$ cat src/rtl/spi_reg_sequencer.sv
// spi_reg_sequencer: command/register sequencer behind a Mode-3 SPI byte slave.
// The first byte of each SS frame selects read/write and a start address.
// Following bytes become burst writes, or drive prefetched burst reads.
//
// Ports:
//   sysClk, nReset   clock; synchronous active-low reset
//   ssActive         synchronized slave-select (1 = frame open)
//   rx, rxValid      received byte and its one-cycle strobe
//   tx               next byte for the byte slave to shift out
//   statusIn         byte returned while the command byte shifts
//   regAddr          register address
//   regWrEn          one-cycle write strobe
//   regWrData        write data
//   regRdEn          one-cycle read strobe
//   regRdData        read data, RD_LAT cycles after regRdEn
//   busy             frame open
//   frameDone        pulse at the end of a frame that carried bytes
//
// Build option:
//   SPI_REG_SEQ_AUTOINC_EN  defined: regAddr steps once per data byte.
//                           undefined: regAddr holds the command address.

module spi_reg_sequencer #(
  parameter int ADDR_W = 7,
  parameter int RD_LAT = 1
) (
  input  logic              sysClk,
  input  logic              nReset,
  input  logic              ssActive,
  input  logic [7:0]        rx,
  input  logic              rxValid,
  output logic [7:0]        tx,
  input  logic [7:0]        statusIn,
  output logic [ADDR_W-1:0] regAddr,
  output logic              regWrEn,
  output logic [7:0]        regWrData,
  output logic              regRdEn,
  input  logic [7:0]        regRdData,
  output logic              busy,
  output logic              frameDone
);

  typedef enum logic [1:0] {
    S_IDLE,
    S_CMD,
    S_WR,
    S_RD
  } state_t;

  state_t              r_state;
  logic                r_ssPrev;
  logic                r_gotByte;
  logic [RD_LAT-1:0]   r_rdPipe;

  logic                w_rxv;
  logic                w_ssRise;
  logic                w_rdDone;
  logic [ADDR_W-1:0]   w_addrNext;

  // A byte counts only while the frame is still open.
  assign w_rxv    = rxValid & ssActive;
  assign w_ssRise = ssActive & ~r_ssPrev;
  // Tracks each regRdEn; the top bit marks regRdData valid.
  assign w_rdDone = r_rdPipe[RD_LAT-1];

`ifdef SPI_REG_SEQ_AUTOINC_EN
  assign w_addrNext = regAddr + ADDR_W'(1);
`else
  assign w_addrNext = regAddr;
`endif

  always_ff @(posedge sysClk) begin
    if (!nReset) begin
      r_state   <= S_IDLE;
      r_ssPrev  <= 1'b0;
      r_gotByte <= 1'b0;
      r_rdPipe  <= '0;
      tx        <= 8'h00;
      regAddr   <= '0;
      regWrData <= 8'h00;
      regWrEn   <= 1'b0;
      regRdEn   <= 1'b0;
      busy      <= 1'b0;
      frameDone <= 1'b0;
    end else begin
      r_ssPrev  <= ssActive;
      regWrEn   <= 1'b0;
      regRdEn   <= 1'b0;
      frameDone <= 1'b0;
      r_rdPipe  <= (r_rdPipe << 1) | RD_LAT'(regRdEn);

      // Step past the address just written; a new command overrides.
      if (regWrEn) begin
        regAddr <= w_addrNext;
      end

      if (r_state != S_IDLE && !ssActive) begin
        // Frame closed: drop reads still in flight.
        r_state   <= S_IDLE;
        busy      <= 1'b0;
        frameDone <= r_gotByte;
        r_rdPipe  <= '0;
        tx        <= statusIn;
      end else begin
        unique case (r_state)
          S_IDLE: begin
            tx <= statusIn;
            if (w_ssRise) begin
              r_state   <= S_CMD;
              busy      <= 1'b1;
              r_gotByte <= 1'b0;
            end
          end
          S_CMD: begin
            tx <= statusIn;
            if (w_rxv) begin
              r_gotByte <= 1'b1;
              regAddr   <= rx[ADDR_W-1:0];
              if (rx[7]) begin
                r_state <= S_RD;
                regRdEn <= 1'b1;
              end else begin
                r_state <= S_WR;
                tx      <= 8'h00;
              end
            end
          end
          S_WR: begin
            tx <= 8'h00;
            if (w_rxv) begin
              r_gotByte <= 1'b1;
              regWrData <= rx;
              regWrEn   <= 1'b1;
            end
          end
          S_RD: begin
            // Prefetch: data fetched for byte k shifts out in byte k+1.
            if (w_rdDone) begin
              tx <= regRdData;
            end
            if (w_rxv) begin
              r_gotByte <= 1'b1;
              regAddr   <= w_addrNext;
              regRdEn   <= 1'b1;
            end
          end
        endcase
      end
    end
  end

endmodule
$ cat config.mk
export PLATFORM = sky130hd
export DESIGN_NAME = spi_reg_sequencer
export DESIGN_NICKNAME = d
export VERILOG_FILES = /design/src/rtl/spi_reg_sequencer.sv
export SDC_FILE = /design/constraint.sdc
export NUM_CORES = 1
export LEC_CHECK = 0
export CORE_MARGIN = 2
export CORE_UTILIZATION = 42
export DETAILED_ROUTE_END_ITERATION = 10
export PLACE_DENSITY = 0.86
export SLEW_MARGIN = 30
export SYNTH_ARGS = -nofsm -noshare
export SYNTH_HDL_FRONTEND = slang
export SYNTH_SLANG_ARGS = --single-unit
$ cat constraint.sdc
create_clock -name sysClk -period 2.9 [get_ports sysClk]
set_input_delay 0.58 -clock sysClk [delete_from_list [all_inputs] [get_ports sysClk]]
set_output_delay 0.58 -clock sysClk [all_outputs]
set_load 0.02 [all_outputs]
**After elaboration in Yosys (flattened, before gate mapping)**

Index checks and enable logic that the tools add are counted.
Widths: inputs -> output; s select.

- Bits in registers: 32
- Bits in latches: 0
- Memories kept: 0
- Logic and storage cells: 54
- RAM bits: 0
- ROM bits: 0
- Bits of input ports: 28
- Output and inout port bits: 27

- Mux-type cells: 16
- Magnitude comparators: 0
- Reduce and logical (&&, ||, !) cells: 14
- Multipliers: 0
- Equal/unequal tests: 7
- Bitwise logic cells: 6
- Shift-type cells: 0
- $add $sub $neg: 0
- Divide/modulo/power cells: 0

Operators with widths:

| cell | count |
|---|---|
| $mux 8 | 4 |
| $pmux 8 s4 | 1 |
| $reduce_and 3->1 | 4 |
| $mux 1 | 6 |
| $reduce_or 3->1 | 2 |
| $eq 2x2->1 const B | 2 |
| $mux 2 | 2 |
| $ne 2x2->1 const B | 2 |
| $not 1->1 | 4 |
| $pmux 1 s2 | 2 |
| $pmux 2 s2 | 1 |
| $reduce_and 2->1 | 2 |
| $reduce_bool 2->1 | 2 |
| $ne 3x3->1 const B | 1 |
| $and 1x1->1 | 2 |
| $eq 2x1->1 const B | 1 |
| $logic_not 2->1 | 1 |
| $ne 2x1->1 const B | 1 |
| $reduce_or 2->1 | 1 |
| $logic_and 1x1->1 | 1 |
| $logic_not 1->1 | 1 |

**Logic depth before layout (Yosys ltp)**

Gate-level depths: netlist of the first run.

- Depth after elaboration: 4
- Mapped depth: 5
- Depth with buffers taken out: 3

**Worst setup path after synthesis of the first run**

Ideal clock, no wire load.

- Path kind: in2reg
- Start: in rxValid
- End: reg r_state[0]
- Arrival time: 1.229 ns
- Stages on the path: 4
- Setup time: 0.119 ns
- Data required time: 2.781 ns
- Path buffers: 2
- Path slack: 1.553 ns
- Cells stage by stage: buf_2 nand4b_1 buf_6 o221a_1

- Cells in the longest elaborated chain, start to end: 3

Ends and longest elaborated chain:

| what | line | RTL |
|---|---|---|
| start, declared | 31 | `input logic rxValid,` |
| $and 1x1->1 | 61 | `assign w_rxv = rxValid & ssActive;` |
| $ne 2x2->1 (no source line) | n/a |  |
| $reduce_and 3->1 (no source line) | n/a |  |
| end signal, assigned | 74 | `r_state <= S_IDLE;` |
| end signal, assigned | 99 | `r_state <= S_IDLE;` |
| end signal, assigned | 109 | `r_state <= S_CMD;` |
| end, declared | 50 | `state_t r_state;` |

No other way between the ends.
A chain may end at the register's enable or synchronous reset.

**Worst setup path in the final report of the first run**

- Start: in ssActive
- End: reg r_state[0]

- Cells in the longest elaborated chain, start to end: 3
- Elaborated cells between the ends (all ways): 8
- Those cells by class: 2 x eq/ne; 2 x bitwise; 4 x reduce/logical

Ends and longest elaborated chain:

| what | line | RTL |
|---|---|---|
| start, declared | 29 | `input logic ssActive,` |
| $and 1x1->1, or another cell as far along | 62 | `assign w_ssRise = ssActive & ~r_ssPrev;` |
| $ne 2x2->1 (no source line) / $logic_and 1x1->1 (equally long branches) | n/a |  |
| $reduce_and 3->1 (no source line) / $reduce_or 2->1 (equally long branches) | n/a |  |

Several ways; a longest one is shown, not always the timed one.

==> impl_metrics.tcl, run 1 <==
set metrics [dict create \
    routabilityCongestion 0.7806 \
    fin_nets 236 \
    viasPerCell 4.918 \
    holdPathEnd "regWrData[2]" \
    cts_tree "done" \
    grt_max_degree 20 \
    worst_clock_skew_ps 9.820 \
    worstPathArrival_ps 2200 \
    maxCapViolations 0 \
    first_pass_iters 4 \
    grt_pass1_vias 1167 \
    r2r_slack_ps 1170 \
    dieArea_sq_um 3913 \
    wirelength_um 3320 \
    die_h_um 62.56 \
    layout_min_cycle_time_ps 1984 \
    status "completed" \
    post_drt_wl_per_cell_um 13.02 \
    diodes 0 \
    grt_pass1_wl_um 5340 \
    layout_worst_path_cycle_share_pct 68.40 \
    drt_iter0_drc 38 \
    r2r-start "r_state[1]" \
    core_sq_um 3311 \
    rows 21 \
    critical_path_required_ps 3120 \
    slowest_delay_ps 640 \
    syn_avg_cell_area_sq_um 9.173 \
    cts_max_level 2 \
    critPathKind "primary input to flop" \
    pre_cts_ws_ps 576.1 \
    clock_path_buffers 2 \
    hold_class "flop to flop" \
    vias 1254 \
    yosysWarnings 0 \
    synth.cell_area_sq_um 1440 \
    worstMarginPinSlew_ps 616.5 \
    clk_pin_slew_ps 110 \
    grt_overflow 0 \
    clkSinkCount 32 \
    setup_viol 0 \
    cp_top_family "buffers and inverters" \
    ys_seq_elements 32 \
    cts_setup_buffers 0 \
    grtUsageTotal_pct 17.23 \
    io_buffers 54 \
    rsz0062_at_grt "no" \
    crit_fanout 8 \
    finalSetupTns_ps 0 \
    seq_area_frac_synth_pct 44.48 \
    root_buffer "clkbuf_4" \
    initial_core_util_pct 43.50 \
    hold_viol 0 \
    p_per_area_nw_per_um2 453.1 \
    antenna_left 0 \
    synth_cell_types 28 \
    worst-path-buf-inv 1 \
    whs_ps 461.3 \
    leakage_nw 0.8240 \
    fmaxAchievable_mhz 504.1 \
    r2r-end "r_state[0]" \
    cp-startpoint "ssActive" \
    cts_hold_buf 0 \
    slew_viol_final 0 \
    fin_ws_ps 916.3 \
    hpwl_um 2406 \
    syn2layout_area_growth_pct 42.83 \
    crit_chain "clkdlybuf4s50_1, nand4b_1, o221a_1" \
    ios 55 \
    p_total_mw 0.9320 \
    crit_slowest_cell "clkdlybuf4s50_1" \
    drc 0 \
    critPathLaunchType "primary input" \
    worstSetupEndpointType "flop" \
    relSlewSlack_pct 58.84 \
    netlist_instances 157 \
    drive_above_1_share_pct 5.742 \
    cts_buffers 5 \
    r2r_cells 2 \
    min_path_cells 2 \
    vdd_ir_drop_max_v 0.0003317 \
    min-delay-start "regWrData[2]" \
    synth.net_count 185 \
    clk-insertion-delay-late_ps 330 \
    antenna_found_initial 0 \
    cts_resized 0 \
    die_w_um 62.56 \
]
==> worst max-delay path by stage <==
stage,to,slack [ps],cells after the start
final,r_state[0],920,3
after global routing,r_state[0],830,3
after CTS,r_state[0],920,3
after detailed placement,r_state[0],580,3
after global placement,r_state[0],620,3
after floorplan,r_state[0],1550,4
==> per-stage QoR <==
step | instances | utilization (%) | instance area, sq um
after floorplan | 157 | - | 1440
after global placement | 247 | 59.71 | 1977
after detailed placement | 247 | 59.71 | 1977
after CTS | 255 | 62.13 | 2057
after global routing | 255 | 62.13 | 2057
final | 255 | 62.13 | 2057
==> synthesized netlist by cell type, drive strengths merged <==
library cell | count | share of area (%)
dfxtp | 32 | 44
nand2 | 18 | 4.7
nor2b | 16 | 7.0
a21oi | 10 | 3.5
o21ai | 10 | 3.5
a21boi | 9 | 4.7
nand3b | 9 | 4.7
a31oi | 8 | 3.5
buf | 8 | 4.2
nand2b | 8 | 3.5
mux2i | 7 | 4.9
clkbuf | 4 | 1.1
nor2 | 4 | 1.0
nand4b | 3 | 3.9
and2 | 2 | 0.87
inv | 2 | 0.52
a21o | 1 | 0.52
and3 | 1 | 0.43
and4b | 1 | 0.70
nor4b | 1 | 0.61
o211ai | 1 | 0.52
o21bai | 1 | 0.52
o221a | 1 | 0.78
==> registers in the layout, summed over array words and instances, names as in the netlist <==
signal and cells:
regWrData 8, tx 8, regAddr 7, r_state 2
busy 1, frameDone 1, r_gotByte 1, r_rdPipe 1
r_ssPrev 1, regRdEn 1, regWrEn 1
==> cell families after synthesis <==
kind of cell	after synthesis	share of synthesized area (%)
AO/OA/AOI/OAI	41	17.46
buffers and inverters	14	5.820
flip-flops	32	44.48
multiplexers	7	4.866
AND/OR/NAND/NOR	63	27.37
==> power by group <==
group | leakage, nW | total (mW) | internal (mW) | switching (mW)
Combinational | 0.521 | 0.132 | 0.0772 | 0.0553
Clock | 0.0412 | 0.334 | 0.180 | 0.155
Sequential | 0.261 | 0.465 | 0.454 | 0.0115
==> layout by cell type (no fill, tap or decap), drive strengths merged <==
| cell type | count |
|---|---|
| o221a | 1 |
| a31oi | 8 |
| dfxtp | 32 |
| o21bai | 1 |
| bufinv | 1 |
| a21boi | 9 |
| buf | 2 |
| a21o | 1 |
| nor4b | 1 |
| clkinv | 1 |
| clkinvlp | 1 |
| and2 | 2 |
| nand4b | 3 |
| nor2b | 16 |
| o21ai | 10 |
| nand2b | 8 |
| and4b | 1 |
| a21oi | 10 |
| o211ai | 1 |
| nand3b | 9 |
| nor2 | 4 |
| clkdlybuf4s50 | 54 |
| and3 | 1 |
| inv | 2 |
| clkbuf | 5 |
| nand2 | 18 |
| mux2i | 7 |
==> cell type report <==
type | instances | area (sq um)
fill | 292 | 1254
multi-input combinational | 111 | 715.7
sequential | 32 | 640.6
timing repair buffer | 56 | 555.5
tap | 46 | 57.56
clock inverter | 3 | 42.54
clock buffer | 5 | 37.54
inverter | 2 | 7.507
==> layer usage <==
layer,part of all wire [%],vias to the layer above,GRT usage (%)
met3,3.0,6,4.144
met1,44,577,21.56
met5,0,-,0
met2,51,23,27.82
met4,1.8,0,8.333
li1,-,648,-
==> worst register-to-register path: stages, from the launching register on <==
cell	delay [ps]
dfxtp_1	510
nand4b_1	650
o221a_1	460
(Power assumes the default switching activity.)
==> inputs of run 2 (changes only) <==
--- a/config.mk
+++ b/config.mk
@@ -6,9 +6,9 @@
 export NUM_CORES = 1
 export LEC_CHECK = 0
 export CORE_MARGIN = 2
-export CORE_UTILIZATION = 42
+export CORE_UTILIZATION = 39
 export DETAILED_ROUTE_END_ITERATION = 10
-export PLACE_DENSITY = 0.86
+export PLACE_DENSITY = 0.84
 export SLEW_MARGIN = 30
 export SYNTH_ARGS = -nofsm -noshare
 export SYNTH_HDL_FRONTEND = slang
==> constraint.sdc (replaced) <==
create_clock -name sysClk -period 1.78 [get_ports sysClk]
set_input_delay 0.356 -clock sysClk [delete_from_list [all_inputs] [get_ports sysClk]]
set_output_delay 0.356 -clock sysClk [all_outputs]
set_load 0.02 [all_outputs]
==> run 2 against run 1 <==
Die area increased by 7.2%. Global-route usage about the same. Critical path depth down 2. Final cell count rose by 3.1%. Non-clock buffer count increased by 6. Power rose by 77%. Setup slack worse by 780 ps. Highest routed layer unchanged.
==> impl_metrics.tcl, run 2 (synthesized netlist as in run 1, its figures left out) <==
set metrics [dict create \
    grt_max_degree 17 \
    worstMarginPinSlew_ps 513.9 \
    top_regs "regWrData x8, tx x8, regAddr x7" \
    slew_viol_final 0 \
    fin_ws_ps 136.7 \
    clk-insertion-delay-late_ps 280 \
    crit_chain "clkdlybuf4s50_1" \
    worstPathArrival_ps 1290 \
    crit_fanout 2 \
    syn2layout_area_growth_pct 48.04 \
    clkSinkCount 32 \
    vias 1284 \
    worstSetupEndpointType "primary output" \
    ios 55 \
    p_total_mw 1.654 \
    hold_viol 0 \
    core_sq_um 3606 \
    cts_max_level 2 \
    final_cells 263 \
    setup_viol 0 \
    cts_buffers 5 \
    drt_iter0_drc 42 \
    dieArea_sq_um 4195 \
    p_per_area_nw_per_um2 775.9 \
    fin_nets 242 \
    layout_worst_path_cycle_share_pct 92.32 \
    hold_class "flop to flop" \
    worst_clock_skew_ps 5.759 \
    grt_pass1_wl_um 5554 \
    critical_path_required_ps 1420 \
    place_area_sq_um 2024 \
    layout_min_cycle_time_ps 1643 \
    die_w_um 64.77 \
    leakage_nw 0.8668 \
    postLayoutCoreUtil_pct 59.13 \
    critPathLaunchType "flop" \
    fmaxAchievable_mhz 608.5 \
    cp_top_family "buffers and inverters" \
    viasPerCell 4.882 \
    vdd_ir_drop_max_v 0.0003826 \
    fillCellCount 329 \
    final_area_sq_um 2132 \
    pre_cts_ws_ps 92.99 \
    critPathKind "flop to primary output" \
    antenna_found_initial 0 \
    crit_slowest_cell "clkdlybuf4s50_1" \
    status "completed" \
    initial_core_util_pct 39.94 \
    slowest_delay_ps 630 \
    final_common_cell "clkdlybuf4s50_1" \
    root_buffer "clkbuf_8" \
    io_buffers 54 \
    worst-path-buf-inv 1 \
    rows 22 \
    whs_ps 455.7 \
    post_drt_wl_per_cell_um 13.00 \
    antenna_left 0 \
    relSlewSlack_pct 65.69 \
    cts_tree "done" \
    drc 0 \
    multi_input_area_sq_um 715.7 \
    routabilityCongestion 0.7786 \
    diodes 0 \
    clock_path_buffers 2 \
    cts_resized 0 \
    wirelength_um 3420 \
    layout_common_cells "clkdlybuf4s50_1 (54), dfxtp_1 (32), nand2_1 (18)" \
    hpwl_um 2461 \
    drive_above_1_share_pct 7.907 \
    cts_setup_buffers 0 \
    maxCapViolations 0 \
    dp.cells 255 \
    cts_hold_buf 0 \
    grt_pass1_vias 1243 \
    first_pass_iters 4 \
    clk_pin_slew_ps 60 \
    finalSetupTns_ps 0 \
    register_area_sq_um 640.6 \
    grt_overflow 0 \
    die_h_um 64.77 \
    rsz0062_at_grt "no" \
    grtUsageTotal_pct 17.26 \
]
-- run 2: changes by cell type in the layout (fill, tap and decap cells not counted) --
| cell | before | now |
|---|---|---|
| buf_4 | 2 | 8 |
| clkbuf_4 | 5 | 0 |
| clkbuf_8 | 0 | 5 |
| clkbuf_1 | 0 | 1 |
| clkinvlp_4 | 1 | 0 |
-- run 2: worst paths after layout --
path                 from           end  slack (ps)  cells after the start
max reg2reg    r_state[1]    regAddr[1]         360                      4
max                  busy          busy         140                      1
min          regWrData[6]  regWrData[6]         460                      2
min reg2reg  regWrData[6]  regWrData[6]         460                      2
-- run 2: final cells by class --
class                   instances  area share (%)
multi-input cells             111           33.57
clock inverters                 2           1.643
flip-flops and latches         32           30.05
inverters                       2          0.3521
clock buffers                   6           3.404
repair buffers                 62           28.17
well taps                      48           2.817
-- run 2: worst reg2reg max path, cell delays in order (launching register included) --
cell and delay [ps]:
dfxtp_1 640, nand4b_1 210, buf_4 210, mux2i_1 210, nor2b_1 60
-- run 2: report_power, final --
part | internal (mW) | total [mW] | switching [mW]
sequential | 0.740 | 0.758 | 0.0189
combinational | 0.132 | 0.225 | 0.0922
clock | 0.415 | 0.671 | 0.256
total | 1.29 | 1.65 | 0.367
-- run 2: metal layers --
metal / track usage [%] / part of all wire, % / vias to the layer above
met5: 0 / 0 / -
met3: 3.819 / 3.1 / 7
met4: 7.979 / 1.9 / 0
met2: 29.51 / 51 / 19
li1: - / - / 656
met1: 20.48 / 44 / 602
==> inputs of run 3 (changes only) <==
--- a/config.mk
+++ b/config.mk
@@ -8,7 +8,7 @@
 export CORE_MARGIN = 2
 export CORE_UTILIZATION = 39
 export DETAILED_ROUTE_END_ITERATION = 10
-export PLACE_DENSITY = 0.84
+export PLACE_DENSITY = 0.75
 export SLEW_MARGIN = 30
 export SYNTH_ARGS = -nofsm -noshare
 export SYNTH_HDL_FRONTEND = slang
==> run 3 against run 2 <==
Clock power shrank 16%. First-iteration DRC count grew 71%. Setup slack gained 46 ps. Sequential share of layout area is the same. Critical endpoint is now regAddr[5].
==> impl_metrics.tcl, run 3 (synthesized netlist as in run 1, its figures left out) <==
set metrics [dict create \
    rows 22 \
    die_w_um 64.77 \
    min-delay-start "regWrData[7]" \
    whs_ps 455.1 \
    grt_overflow 0 \
    pre_cts_ws_ps 24.89 \
    hpwl_um 2778 \
    fin_nets 244 \
    switching_share_pct 23.77 \
    slowest_delay_ps 610 \
    ios 55 \
    initial_core_util_pct 39.94 \
    leakage_nw 0.8728 \
    place_area_sq_um 2039 \
    die_h_um 64.77 \
    maxCapViolations 0 \
    min_path_cells 2 \
    io_buffers 54 \
    r2r-end "regWrData[0]" \
    slew_viol_final 0 \
    clk-insertion-delay-late_ps 280 \
    vias 1320 \
    hold_viol 0 \
    routabilityCongestion 0.7892 \
    hold_class "flop to flop" \
    r2r-start "r_state[1]" \
    post_drt_wl_per_cell_um 14.10 \
    layout_worst_path_cycle_share_pct 89.73 \
    diodes 0 \
    dieArea_sq_um 4195 \
    seq_power_share_pct 48.9 \
    final_cells 265 \
    holdPathEnd "regWrData[7]" \
    worstMarginPinSlew_ps 440.1 \
    setup_viol 0 \
    relSlewSlack_pct 70.62 \
    final_area_sq_um 2132 \
    r2r_cells 4 \
    drc 0 \
    rsz0062_at_grt "no" \
    finalSetupTns_ps 0 \
    layout_common_cells "clkdlybuf4s50_1 (54), dfxtp_1 (32), nand2_1 (18)" \
    critical_path_required_ps 1420 \
    cts_hold_buf 0 \
    clk_pin_slew_ps 60 \
    p_int_mw 1.182 \
    power_switching_mw 0.3685 \
    register_area_sq_um 640.6 \
    crit_fanout 2 \
    multi_input_area_sq_um 715.7 \
    syn2layout_area_growth_pct 48.04 \
    worstPathArrival_ps 1240 \
    clkSinkCount 32 \
    cts_tree "done" \
    first_pass_iters 4 \
    crit_slowest_cell "clkdlybuf4s50_1" \
    dp.cells 257 \
    worst-path-buf-inv 1 \
    top_regs "regWrData x8, tx x8, regAddr x7" \
    grt_pass1_wl_um 6106 \
    fin_ws_ps 182.8 \
    r2r_slack_ps 320 \
    wirelength_um 3736 \
    crit_chain "clkdlybuf4s50_1" \
    status "completed" \
    layout_min_cycle_time_ps 1597 \
    cts_max_level 2 \
    vdd_ir_drop_max_v 0.0004054 \
    p_per_area_nw_per_um2 727.2 \
    core_sq_um 3606 \
    pwr-share-clk_pct 36.2 \
    grtUsageTotal_pct 18.91 \
    grt_pass1_vias 1339 \
    root_buffer "clkbuf_8" \
    cts_resized 0 \
    critPathKind "flop to primary output" \
    drive_above_1_share_pct 9.217 \
    drt_iter0_drc 72 \
    fmaxAchievable_mhz 626.1 \
    grt_max_degree 17 \
    worstSetupEndpointType "primary output" \
    worst_clock_skew_ps 8.394 \
    antenna_found_initial 0 \
    cts_buffers 5 \
    clock_path_buffers 2 \
    cts_setup_buffers 0 \
    final_common_cell "clkdlybuf4s50_1" \
    pwr-share-comb_pct 14.9 \
    antenna_left 0 \
    cp_top_family "buffers and inverters" \
    viasPerCell 4.981 \
    fillCellCount 320 \
    critPathLaunchType "flop" \
]
==> run 3: changes by cell type in the layout (fill, tap and decap cells not counted) <==
cell / delta
buf_4: +2
clkbuf_8: +1
clkbuf_1: -1
bufinv_16: -1
clkinv_2: +1
==> run 3: how the worst max path moves through the flow <==
stage                    start           end  slack (ps)  depth (start not counted)
finish              regAddr[5]    regAddr[5]         180                          1
global route        regAddr[5]    regAddr[5]         130                          1
CTS                 regAddr[5]    regAddr[5]         170                          1
detailed placement    ssActive  regWrData[2]          20                          4
global placement      ssActive  regWrData[5]         110                          4
floorplan              rxValid    r_state[0]         660                          4
==> run 3: final cells by class <==
class | count | area share [%]
clock inverter | 2 | 0.4695
tap | 48 | 2.817
inverter | 2 | 0.3521
sequential | 32 | 30.05
timing repair buffer | 64 | 28.87
clock buffer | 6 | 3.873
multi-input combinational | 111 | 33.57
==> run 3: worst reg2reg max path, delay by kind of cell, from the launching register on <==
family          cells  cell delay [ps]
buf+inv             1              210
compound gates      1              140
flops               1              490
simple gates        2              540
==> run 3: per-layer routing <==
layer | share of wire [%] | wire length [um] | up-vias | global-route usage [%]
li1 | - | - | 661 | -
met1 | 43 | 1624 | 620 | 23.27
met2 | 51 | 1901 | 32 | 31.83
met3 | 4.2 | 157 | 7 | 4.514
met4 | 1.4 | 53 | 0 | 7.181
met5 | 0 | 0 | - | 0
==> run 3: power groups by stage <==
stage               logic (mW)  clock network (mW)  registers [mW]
global route             0.246               0.608           0.760
detailed placement       0.230                   0           0.774
finish                   0.230               0.562           0.758
global placement         0.223                   0           0.772
CTS                      0.231               0.575           0.758
floorplan               0.0861                   0           0.790
==> run 3: per-stage QoR <==
stage,utilization (%),power (mW)
finish,59.13,1.550
CTS,59.13,1.564
global placement,56.56,0.9945
global route,59.13,1.615
detailed placement,56.56,1.003
floorplan,-,0.8763
